### config.mk
export PLATFORM = sky130hd
export DESIGN_NAME = hazard_unit_flat
export DESIGN_NICKNAME = d
export VERILOG_FILES = /design/src/rtl/hazard_if.sv /design/src/rtl/hazard_unit.sv /design/src/flat_wrapper.sv
export SDC_FILE = /design/constraint.sdc
export NUM_CORES = 1
export LEC_CHECK = 0
export ABC_AREA = 1
export BUFFER_PORTS_ARGS = -buffer_cell sky130_fd_sc_hd__buf_2
export CORE_MARGIN = 4
export CORE_UTILIZATION = 42
export CTS_CLUSTER_SIZE = 20
export DETAILED_ROUTE_END_ITERATION = 10
export PLACE_DENSITY = 0.69
export SETUP_SLACK_MARGIN = 0.4
export SLEW_MARGIN = 15
export SYNTH_ARGS = -nofsm -noshare
export SYNTH_HDL_FRONTEND = slang
export SYNTH_SLANG_ARGS = --single-unit
### constraint.sdc
create_clock -name clk_i -period 2.6 [get_ports clk_i]
set_input_delay 0.26 -clock clk_i [delete_from_list [all_inputs] [get_ports clk_i]]
set_output_delay 0.26 -clock clk_i [all_outputs]
set_load 0.02 [all_outputs]
### src/rtl/hazard_if.sv
// Signal bundle between the pipeline datapath and the hazard/interlock unit.
// The master side drives pipeline status; the slave side returns stall/flush control.
interface hazard_if;
    logic [4:0]  rs_addr_d;
    logic [4:0]  rt_addr_d;
    logic        branch_d;
    logic        hilo_read_d;
    logic [4:0]  raddr_e;
    logic        reg_write_e;
    logic        mem_read_e;
    logic        muldiv_start_e;
    logic        div_e;
    logic [4:0]  raddr_m;
    logic        mem_read_m;
    logic        mem_stall_m;

    logic        stall_f;
    logic        stall_d;
    logic        stall_e;
    logic        stall_m;
    logic        flush_e;
    logic        flush_m;
    logic        bubble_w;
    logic        muldiv_busy;
    logic        muldiv_done;
    logic [15:0] stall_count;

    modport master (
        output rs_addr_d, rt_addr_d, branch_d, hilo_read_d,
        output raddr_e, reg_write_e, mem_read_e, muldiv_start_e, div_e,
        output raddr_m, mem_read_m, mem_stall_m,
        input  stall_f, stall_d, stall_e, stall_m, flush_e, flush_m, bubble_w,
        input  muldiv_busy, muldiv_done, stall_count
    );

    modport slave (
        input  rs_addr_d, rt_addr_d, branch_d, hilo_read_d,
        input  raddr_e, reg_write_e, mem_read_e, muldiv_start_e, div_e,
        input  raddr_m, mem_read_m, mem_stall_m,
        output stall_f, stall_d, stall_e, stall_m, flush_e, flush_m, bubble_w,
        output muldiv_busy, muldiv_done, stall_count
    );
endinterface

### src/rtl/hazard_unit.sv
// Pipeline interlock controller: load-use, ID-branch operand, HI/LO busy and
// data-memory wait stalls, plus sequencing of the multi-cycle MULT/DIV unit.
module hazard_unit #(
    parameter int MULT_CYCLES = 4,
    parameter int DIV_CYCLES  = 32,
    parameter int CNT_W       = 6
) (
    input  logic     clk_i,
    input  logic     rst_i,
    hazard_if.slave  hz
);

    typedef enum logic [1:0] {IDLE, BUSY, DONE} state_t;

    state_t             state_q;
    logic [CNT_W-1:0]   cnt_q;
    logic               busy_q;
    logic               done_q;
    logic [15:0]        stall_cnt_q;

    logic lu, br, hl, md;
    logic stall_f, stall_d, stall_e, stall_m, flush_e, flush_m, bubble_w;
    logic start_ok;
    logic [CNT_W-1:0] load_val;

    // Register 0 is hard-wired zero, so it never creates a dependency.
    function automatic logic hit(input logic [4:0] dst, input logic [4:0] rs,
                                 input logic [4:0] rt);
        return (dst != 5'd0) && ((dst == rs) || (dst == rt));
    endfunction

    assign lu = hz.mem_read_e & hz.reg_write_e & hit(hz.raddr_e, hz.rs_addr_d, hz.rt_addr_d);
    assign br = hz.branch_d &
                ((hz.reg_write_e & hit(hz.raddr_e, hz.rs_addr_d, hz.rt_addr_d)) |
                 (hz.mem_read_m  & hit(hz.raddr_m, hz.rs_addr_d, hz.rt_addr_d)));
    assign hl = hz.hilo_read_d & ((state_q == BUSY) | (state_q == DONE));
    assign md = hz.muldiv_start_e & (state_q == BUSY);

    always_comb begin
        stall_f  = 1'b0;
        stall_d  = 1'b0;
        stall_e  = 1'b0;
        stall_m  = 1'b0;
        flush_e  = 1'b0;
        flush_m  = 1'b0;
        bubble_w = 1'b0;
        if (hz.mem_stall_m) begin
            stall_f  = 1'b1;
            stall_d  = 1'b1;
            stall_e  = 1'b1;
            stall_m  = 1'b1;
            bubble_w = 1'b1;
        end else if (md) begin
            stall_f = 1'b1;
            stall_d = 1'b1;
            stall_e = 1'b1;
            flush_m = 1'b1;
        end else if (lu | br | hl) begin
            stall_f = 1'b1;
            stall_d = 1'b1;
            flush_e = 1'b1;
        end
    end

    assign start_ok = hz.muldiv_start_e & ~hz.mem_stall_m & ~stall_e;
    assign load_val = hz.div_e ? CNT_W'(DIV_CYCLES - 1) : CNT_W'(MULT_CYCLES - 1);

    // Busy/done flags are registered alongside the state so they never glitch.
    always_ff @(posedge clk_i) begin
        if (rst_i) begin
            state_q <= IDLE;
            cnt_q   <= '0;
            busy_q  <= 1'b0;
            done_q  <= 1'b0;
        end else begin
            case (state_q)
                IDLE, DONE: begin
                    if (start_ok) begin
                        state_q <= BUSY;
                        cnt_q   <= load_val;
                        busy_q  <= 1'b1;
                        done_q  <= 1'b0;
                    end else begin
                        state_q <= IDLE;
                        busy_q  <= 1'b0;
                        done_q  <= 1'b0;
                    end
                end
                BUSY: begin
                    if (cnt_q != '0) begin
                        cnt_q <= cnt_q - 1'b1;
                    end else begin
                        state_q <= DONE;
                        busy_q  <= 1'b0;
                        done_q  <= 1'b1;
                    end
                end
                default: begin
                    state_q <= IDLE;
                    busy_q  <= 1'b0;
                    done_q  <= 1'b0;
                end
            endcase
        end
    end

    always_ff @(posedge clk_i) begin
        if (rst_i) begin
            stall_cnt_q <= '0;
        end else if (stall_f && (stall_cnt_q != 16'hFFFF)) begin
            stall_cnt_q <= stall_cnt_q + 16'd1;
        end
    end

    // Everything is forced low while reset is asserted, including the reset cycle itself.
    assign hz.stall_f     = ~rst_i & stall_f;
    assign hz.stall_d     = ~rst_i & stall_d;
    assign hz.stall_e     = ~rst_i & stall_e;
    assign hz.stall_m     = ~rst_i & stall_m;
    assign hz.flush_e     = ~rst_i & flush_e;
    assign hz.flush_m     = ~rst_i & flush_m;
    assign hz.bubble_w    = ~rst_i & bubble_w;
    assign hz.muldiv_busy = ~rst_i & busy_q;
    assign hz.muldiv_done = ~rst_i & done_q;
    assign hz.stall_count = rst_i ? 16'd0 : stall_cnt_q;

endmodule

### src/flat_wrapper.sv
// flat-port wrapper written by rule: the top's interface ports become plain ports
module hazard_unit_flat 
#(
    parameter int MULT_CYCLES = 4,
    parameter int DIV_CYCLES  = 32,
    parameter int CNT_W       = 6
)
  (clk_i, rst_i, hz_rs_addr_d, hz_rt_addr_d, hz_branch_d, hz_hilo_read_d, hz_raddr_e, hz_reg_write_e, hz_mem_read_e, hz_muldiv_start_e, hz_div_e, hz_raddr_m, hz_mem_read_m, hz_mem_stall_m, hz_stall_f, hz_stall_d, hz_stall_e, hz_stall_m, hz_flush_e, hz_flush_m, hz_bubble_w, hz_muldiv_busy, hz_muldiv_done, hz_stall_count);
  hazard_if hz_i ();
  input  logic clk_i;
  input  logic rst_i;
  input wire logic [$bits(hz_i.rs_addr_d)-1:0] hz_rs_addr_d;
  input wire logic [$bits(hz_i.rt_addr_d)-1:0] hz_rt_addr_d;
  input wire logic [$bits(hz_i.branch_d)-1:0] hz_branch_d;
  input wire logic [$bits(hz_i.hilo_read_d)-1:0] hz_hilo_read_d;
  input wire logic [$bits(hz_i.raddr_e)-1:0] hz_raddr_e;
  input wire logic [$bits(hz_i.reg_write_e)-1:0] hz_reg_write_e;
  input wire logic [$bits(hz_i.mem_read_e)-1:0] hz_mem_read_e;
  input wire logic [$bits(hz_i.muldiv_start_e)-1:0] hz_muldiv_start_e;
  input wire logic [$bits(hz_i.div_e)-1:0] hz_div_e;
  input wire logic [$bits(hz_i.raddr_m)-1:0] hz_raddr_m;
  input wire logic [$bits(hz_i.mem_read_m)-1:0] hz_mem_read_m;
  input wire logic [$bits(hz_i.mem_stall_m)-1:0] hz_mem_stall_m;
  output wire logic [$bits(hz_i.stall_f)-1:0] hz_stall_f;
  output wire logic [$bits(hz_i.stall_d)-1:0] hz_stall_d;
  output wire logic [$bits(hz_i.stall_e)-1:0] hz_stall_e;
  output wire logic [$bits(hz_i.stall_m)-1:0] hz_stall_m;
  output wire logic [$bits(hz_i.flush_e)-1:0] hz_flush_e;
  output wire logic [$bits(hz_i.flush_m)-1:0] hz_flush_m;
  output wire logic [$bits(hz_i.bubble_w)-1:0] hz_bubble_w;
  output wire logic [$bits(hz_i.muldiv_busy)-1:0] hz_muldiv_busy;
  output wire logic [$bits(hz_i.muldiv_done)-1:0] hz_muldiv_done;
  output wire logic [$bits(hz_i.stall_count)-1:0] hz_stall_count;
  assign hz_i.rs_addr_d = hz_rs_addr_d;
  assign hz_i.rt_addr_d = hz_rt_addr_d;
  assign hz_i.branch_d = hz_branch_d;
  assign hz_i.hilo_read_d = hz_hilo_read_d;
  assign hz_i.raddr_e = hz_raddr_e;
  assign hz_i.reg_write_e = hz_reg_write_e;
  assign hz_i.mem_read_e = hz_mem_read_e;
  assign hz_i.muldiv_start_e = hz_muldiv_start_e;
  assign hz_i.div_e = hz_div_e;
  assign hz_i.raddr_m = hz_raddr_m;
  assign hz_i.mem_read_m = hz_mem_read_m;
  assign hz_i.mem_stall_m = hz_mem_stall_m;
  assign hz_stall_f = hz_i.stall_f;
  assign hz_stall_d = hz_i.stall_d;
  assign hz_stall_e = hz_i.stall_e;
  assign hz_stall_m = hz_i.stall_m;
  assign hz_flush_e = hz_i.flush_e;
  assign hz_flush_m = hz_i.flush_m;
  assign hz_bubble_w = hz_i.bubble_w;
  assign hz_muldiv_busy = hz_i.muldiv_busy;
  assign hz_muldiv_done = hz_i.muldiv_done;
  assign hz_stall_count = hz_i.stall_count;
  hazard_unit #(.MULT_CYCLES(MULT_CYCLES), .DIV_CYCLES(DIV_CYCLES), .CNT_W(CNT_W)) u_core (.clk_i(clk_i), .rst_i(rst_i), .hz(hz_i));
endmodule
==> impl_metrics.prom <==
# TYPE chip_impl_metric gauge
chip_impl_info{name="outcome",value="complete, no violations"} 1
chip_impl_metric{name="detail_route.iter0.violations",unit=""} 97
chip_impl_metric{name="grt_max_degree",unit=""} 23
chip_impl_info{name="cts.root.buffer_cell",value="sky130_fd_sc_hd__clkbuf_8"} 1
chip_impl_metric{name="drt-vias-per-instance",unit=""} 4.79
chip_impl_metric{name="grt_use_total",unit="%"} 16.7
chip_impl_metric{name="post_dp_cell_area",unit="sq um"} 2380
chip_impl_metric{name="layout_min_cycle_time",unit="ns"} 1.97
chip_impl_info{name="worst_path_max_delay_cell",value="sky130_fd_sc_hd__dfxtp_1"} 1
chip_impl_metric{name="clk_path_buf_depth",unit=""} 2
chip_impl_metric{name="setup.reg_to_reg.worst_slack",unit="ns"} 0.63
chip_impl_metric{name="ir_worst_vdd",unit="mV"} 0.238
chip_impl_metric{name="timing.critical_path.slowest_cell_delay",unit="ns"} 0.42
chip_impl_metric{name="netlist-cell-type-count",unit=""} 34
chip_impl_info{name="crit-reg2reg-capture",value="u_core.stall_cnt_q[12]$_SDFFE_PP0P_"} 1
chip_impl_info{name="worst_setup_path_start_kind",value="register"} 1
chip_impl_metric{name="fmax",unit="MHz"} 508
chip_impl_metric{name="cts.htree.levels",unit=""} 1
chip_impl_metric{name="route.antenna.remaining_nets",unit=""} 0
chip_impl_metric{name="via_count_of_the_first_global_routing_pass",unit=""} 2083
chip_impl_metric{name="diodes",unit=""} 0
chip_impl_metric{name="drcViolationCount",unit=""} 0
chip_impl_metric{name="power.total",unit="mW"} 0.983
chip_impl_metric{name="synth.ff_latch_count",unit=""} 26
chip_impl_metric{name="die_width",unit="um"} 78.3
chip_impl_metric{name="syn_avg_cell_area",unit="sq um"} 6.06
chip_impl_metric{name="dp.cells",unit=""} 454
chip_impl_metric{name="setup_slack",unit="ns"} 0.631
chip_impl_metric{name="fp.dieArea",unit="sq um"} 6120
chip_impl_metric{name="stdcell_area",unit="sq um"} 2490
chip_impl_metric{name="drt-total-wl",unit="mm"} 5.10
chip_impl_metric{name="area.growth.synth_to_final",unit="%"} 20.1
chip_impl_metric{name="critical_path_peak_fanout",unit=""} 13
chip_impl_metric{name="gp_routability_congestion",unit=""} 0.853
chip_impl_metric{name="power_per_cell_area",unit="nW/um^2"} 395
chip_impl_metric{name="maxSlewViolCount",unit=""} 0
chip_impl_metric{name="synth_area",unit="sq um"} 2070
chip_impl_metric{name="ys_warn_count",unit=""} 0
chip_impl_info{name="worst_setup_path_end_kind",value="register"} 1
chip_impl_metric{name="tritoncts_num_sinks",unit=""} 26
chip_impl_metric{name="timing.setup.tns",unit="ns"} 0
chip_impl_info{name="worst_hold_startpoint",value="rst_i"} 1
chip_impl_metric{name="maxCapViolCount",unit=""} 0
chip_impl_info{name="critical_setup_path_kind",value="reg -> reg"} 1
chip_impl_info{name="clock_tree_from_tritoncts",value="done"} 1
chip_impl_info{name="cp_cell_sequence",value="ha_1, nand2_1, nor2_2, nand2_1, nor3_4, nand4_4, buf_4, nand3_1, a21oi_1"} 1
chip_impl_info{name="timing.hold.worst_endpoint",value="u_core.stall_cnt_q[5]$_SDFFE_PP0P_"} 1
chip_impl_metric{name="worst_clk_skew",unit="ns"} 0.00118
chip_impl_metric{name="critPathRequiredTime",unit="ns"} 2.76
chip_impl_metric{name="finalCoreUtilization",unit="%"} 52.4
chip_impl_metric{name="slew-limit-headroom",unit="%"} 72.4
chip_impl_metric{name="hold-path-cell-count",unit=""} 2
chip_impl_metric{name="boundaryPins",unit=""} 55
chip_impl_metric{name="post_route_cells_drive_above_1_share",unit="%"} 21.5
chip_impl_metric{name="detailedPlace.worstSlack",unit="ns"} 0.582
chip_impl_metric{name="layoutNonFillerInstCount",unit=""} 462
chip_impl_metric{name="fp.coreArea",unit="sq um"} 4750
chip_impl_metric{name="count_of_cells_along_the_worst_register_to_register_path",unit=""} 9
chip_impl_metric{name="synth_sequential_area_ratio",unit="%"} 25.1
chip_impl_info{name="hold_class",value="in -> reg"} 1
chip_impl_metric{name="worst_skew_pair.late_latency",unit="ns"} 0.27
chip_impl_metric{name="synth_fp_nets",unit=""} 378
chip_impl_metric{name="row_count",unit=""} 25
chip_impl_metric{name="setup_viol_count_final",unit=""} 0
chip_impl_metric{name="finalHoldWorstSlack",unit="ns"} 0.392
chip_impl_metric{name="nNetsFinal",unit=""} 432
chip_impl_metric{name="detailedRoute.firstPassIterationCount",unit=""} 4
chip_impl_info{name="rr_startpoint",value="u_core.stall_cnt_q[0]$_SDFFE_PP0P_"} 1
chip_impl_metric{name="detail_route.wl_per_cell",unit="um"} 11.0
chip_impl_info{name="cpMostUsedCell",value="sky130_fd_sc_hd__nand2_1"} 1
chip_impl_metric{name="post_synth_inst_count",unit=""} 342
chip_impl_metric{name="period_share",unit="%"} 75.7
chip_impl_metric{name="grt_first_pass_wirelength",unit="mm"} 8.63
chip_impl_metric{name="grt_antenna_before_repair",unit=""} 0
chip_impl_info{name="rsz0062_at_grt",value="false"} 1
chip_impl_metric{name="timing_worst_slew_pin_value",unit="ns"} 0.413
chip_impl_metric{name="routed-via-count",unit=""} 2211
chip_impl_metric{name="start_util",unit="%"} 43.6
chip_impl_metric{name="grt_overflow_total",unit=""} 0
chip_impl_metric{name="tritoncts_buffer_count",unit=""} 3
chip_impl_metric{name="dp_hpwl",unit="mm"} 3.99
chip_impl_metric{name="chipHeight",unit="um"} 78.3
chip_impl_metric{name="port_buffers",unit=""} 54
chip_impl_metric{name="clk_pin_slew_worst_paths",unit="ns"} 0.09
chip_impl_metric{name="timing.final.hold_violations",unit=""} 0
chip_impl_metric{name="cellLeakagePower",unit="nW"} 1.27
chip_impl_metric{name="crit_arrival",unit="ns"} 2.13
[cells in the final DEF (no fill, tap or decap)]
master                      Yosys  layout
sky130_fd_sc_hd__buf_4          2       5
sky130_fd_sc_hd__nand4_4        1       1
sky130_fd_sc_hd__nor3_4         1       1
sky130_fd_sc_hd__nand2_1       97      97
sky130_fd_sc_hd__a221oi_1       1       1
sky130_fd_sc_hd__a21oi_1       15      15
sky130_fd_sc_hd__xnor2_1        4       4
sky130_fd_sc_hd__bufinv_16      0       1
sky130_fd_sc_hd__clkbuf_8       0       3
sky130_fd_sc_hd__inv_1         48      48
sky130_fd_sc_hd__nand3_1       27      27
sky130_fd_sc_hd__a211oi_1       1       1
sky130_fd_sc_hd__nor3_2         1       1
sky130_fd_sc_hd__a21oi_2        7       7
sky130_fd_sc_hd__inv_2          6       6
sky130_fd_sc_hd__nor4_1         1       1
sky130_fd_sc_hd__nor3_1         8       8
sky130_fd_sc_hd__o32ai_1        1       1
sky130_fd_sc_hd__ha_1           6       6
sky130_fd_sc_hd__nand2_8        0       1
sky130_fd_sc_hd__nor2_1        48      48
sky130_fd_sc_hd__nor2_2         1       1
sky130_fd_sc_hd__nand4_1        2       2
sky130_fd_sc_hd__dfxtp_1       26      26
sky130_fd_sc_hd__xor2_1        15      15
sky130_fd_sc_hd__nand3_2        1       1
sky130_fd_sc_hd__o31ai_1        1       1
sky130_fd_sc_hd__nand3b_1       1       1
sky130_fd_sc_hd__or2_2          3       3
sky130_fd_sc_hd__o211ai_1       1       1
sky130_fd_sc_hd__o21ai_0        6       6
sky130_fd_sc_hd__a22oi_1        1       1
sky130_fd_sc_hd__buf_2          2      54
[flip-flops by register name, indices dropped and copies added, names as in the netlist]
register and cells:
u_core.stall_cnt_q 16, u_core.done_q 1, u_core.cnt_q 6, u_core.busy_q 1
u_core.state_q 2
[worst max-delay path by stage]
stage	end	from	depth (start not counted)	slack [ns]
6_report	u_core.stall_cnt_q[12]$_SDFFE_PP0P_	u_core.stall_cnt_q[0]$_SDFFE_PP0P_	9	0.63
4_1_cts	u_core.stall_cnt_q[1]$_SDFFE_PP0P_	u_core.stall_cnt_q[0]$_SDFFE_PP0P_	10	0.56
3_5_place_dp	u_core.stall_cnt_q[0]$_SDFFE_PP0P_	u_core.stall_cnt_q[0]$_SDFFE_PP0P_	10	0.58
2_1_floorplan	hz_stall_f	u_core.state_q[1]$_SDFFE_PP0P_	7	0.68
3_3_place_gp	u_core.stall_cnt_q[1]$_SDFFE_PP0P_	u_core.stall_cnt_q[0]$_SDFFE_PP0P_	10	0.68
5_1_grt	u_core.stall_cnt_q[1]$_SDFFE_PP0P_	u_core.stall_cnt_q[0]$_SDFFE_PP0P_	10	0.42
[cell usage after synthesis (all sizes together)]
cell / count / area (sq um)
a22oi: 1 / 7.51
nand3b: 1 / 7.51
nor4: 1 / 6.26
or2: 3 / 18.8
xnor2: 4 / 35.0
inv: 54 / 203
buf: 6 / 40.0
clkbuf: 4 / 15.0
o21ai: 6 / 30.0
ha: 6 / 75.1
a21oi: 22 / 136
o32ai: 1 / 8.76
a221oi: 1 / 8.76
o31ai: 1 / 7.51
xor2: 15 / 131
dfxtp: 26 / 521
nand2: 98 / 375
nor2: 49 / 186
nor3: 10 / 66.3
o211ai: 1 / 7.51
nand3: 28 / 145
nand4: 3 / 33.8
a211oi: 1 / 7.51
[worst max-delay path: cells and delay by family, from the launching register on]
family	cells	cell delay (ns)
simple gates	6	0.88
flops	1	0.42
fa+ha+maj	1	0.24
buf+inv	1	0.24
compound gates	1	0.08
[per-layer routing]
| layer | global-route usage (%) | vias to the layer above | routed length (um) | share of wire [%] |
|---|---|---|---|---|
| li1 | - | 1172 | - | - |
| met1 | 20.8 | 983 | 2340 | 46 |
| met2 | 30.1 | 51 | 2490 | 49 |
| met3 | 3.33 | 5 | 249 | 4.9 |
| met4 | 2.97 | 0 | 19 | 0.37 |
| met5 | 0 | - | 0 | 0 |
[power by group]
| group | internal (mW) | switching (mW) | leakage [nW] |
|---|---|---|---|
| Combinational | 0.0792 | 0.137 | 1.02 |
| Clock | 0.206 | 0.135 | 0.0357 |
| Sequential | 0.413 | 0.0123 | 0.211 |
[cell families (layout without fill, tap and decap cells)]
logic type	count (synthesis)	count (layout)	synth area share (%)
adders and majority gates	6	6	3.62
and+or+nand+nor	193	193	40.5
DFF	26	26	25.1
AOI/OAI and AO/OA	34	34	10.3
xor gates and xnor gates	19	19	8.03
buffers and inverters	64	117	12.4
[cell type report]
cell class	instances	area, sq um
inverter	54	203
sequential	26	520
timing repair buffer	59	308
clock buffer	3	41.3
multi-input combinational	252	1300
tap	67	83.8
fill	483	2260
clock inverter	1	30.0
[timing repair]
item,CTS,global route
setup buffers,0,4
endpoints found under the hold margin,0,0
setup endpoints to repair,0,10
hold buffers,0,0
resized for setup,0,1
Power figures use the tool's default switching activity.
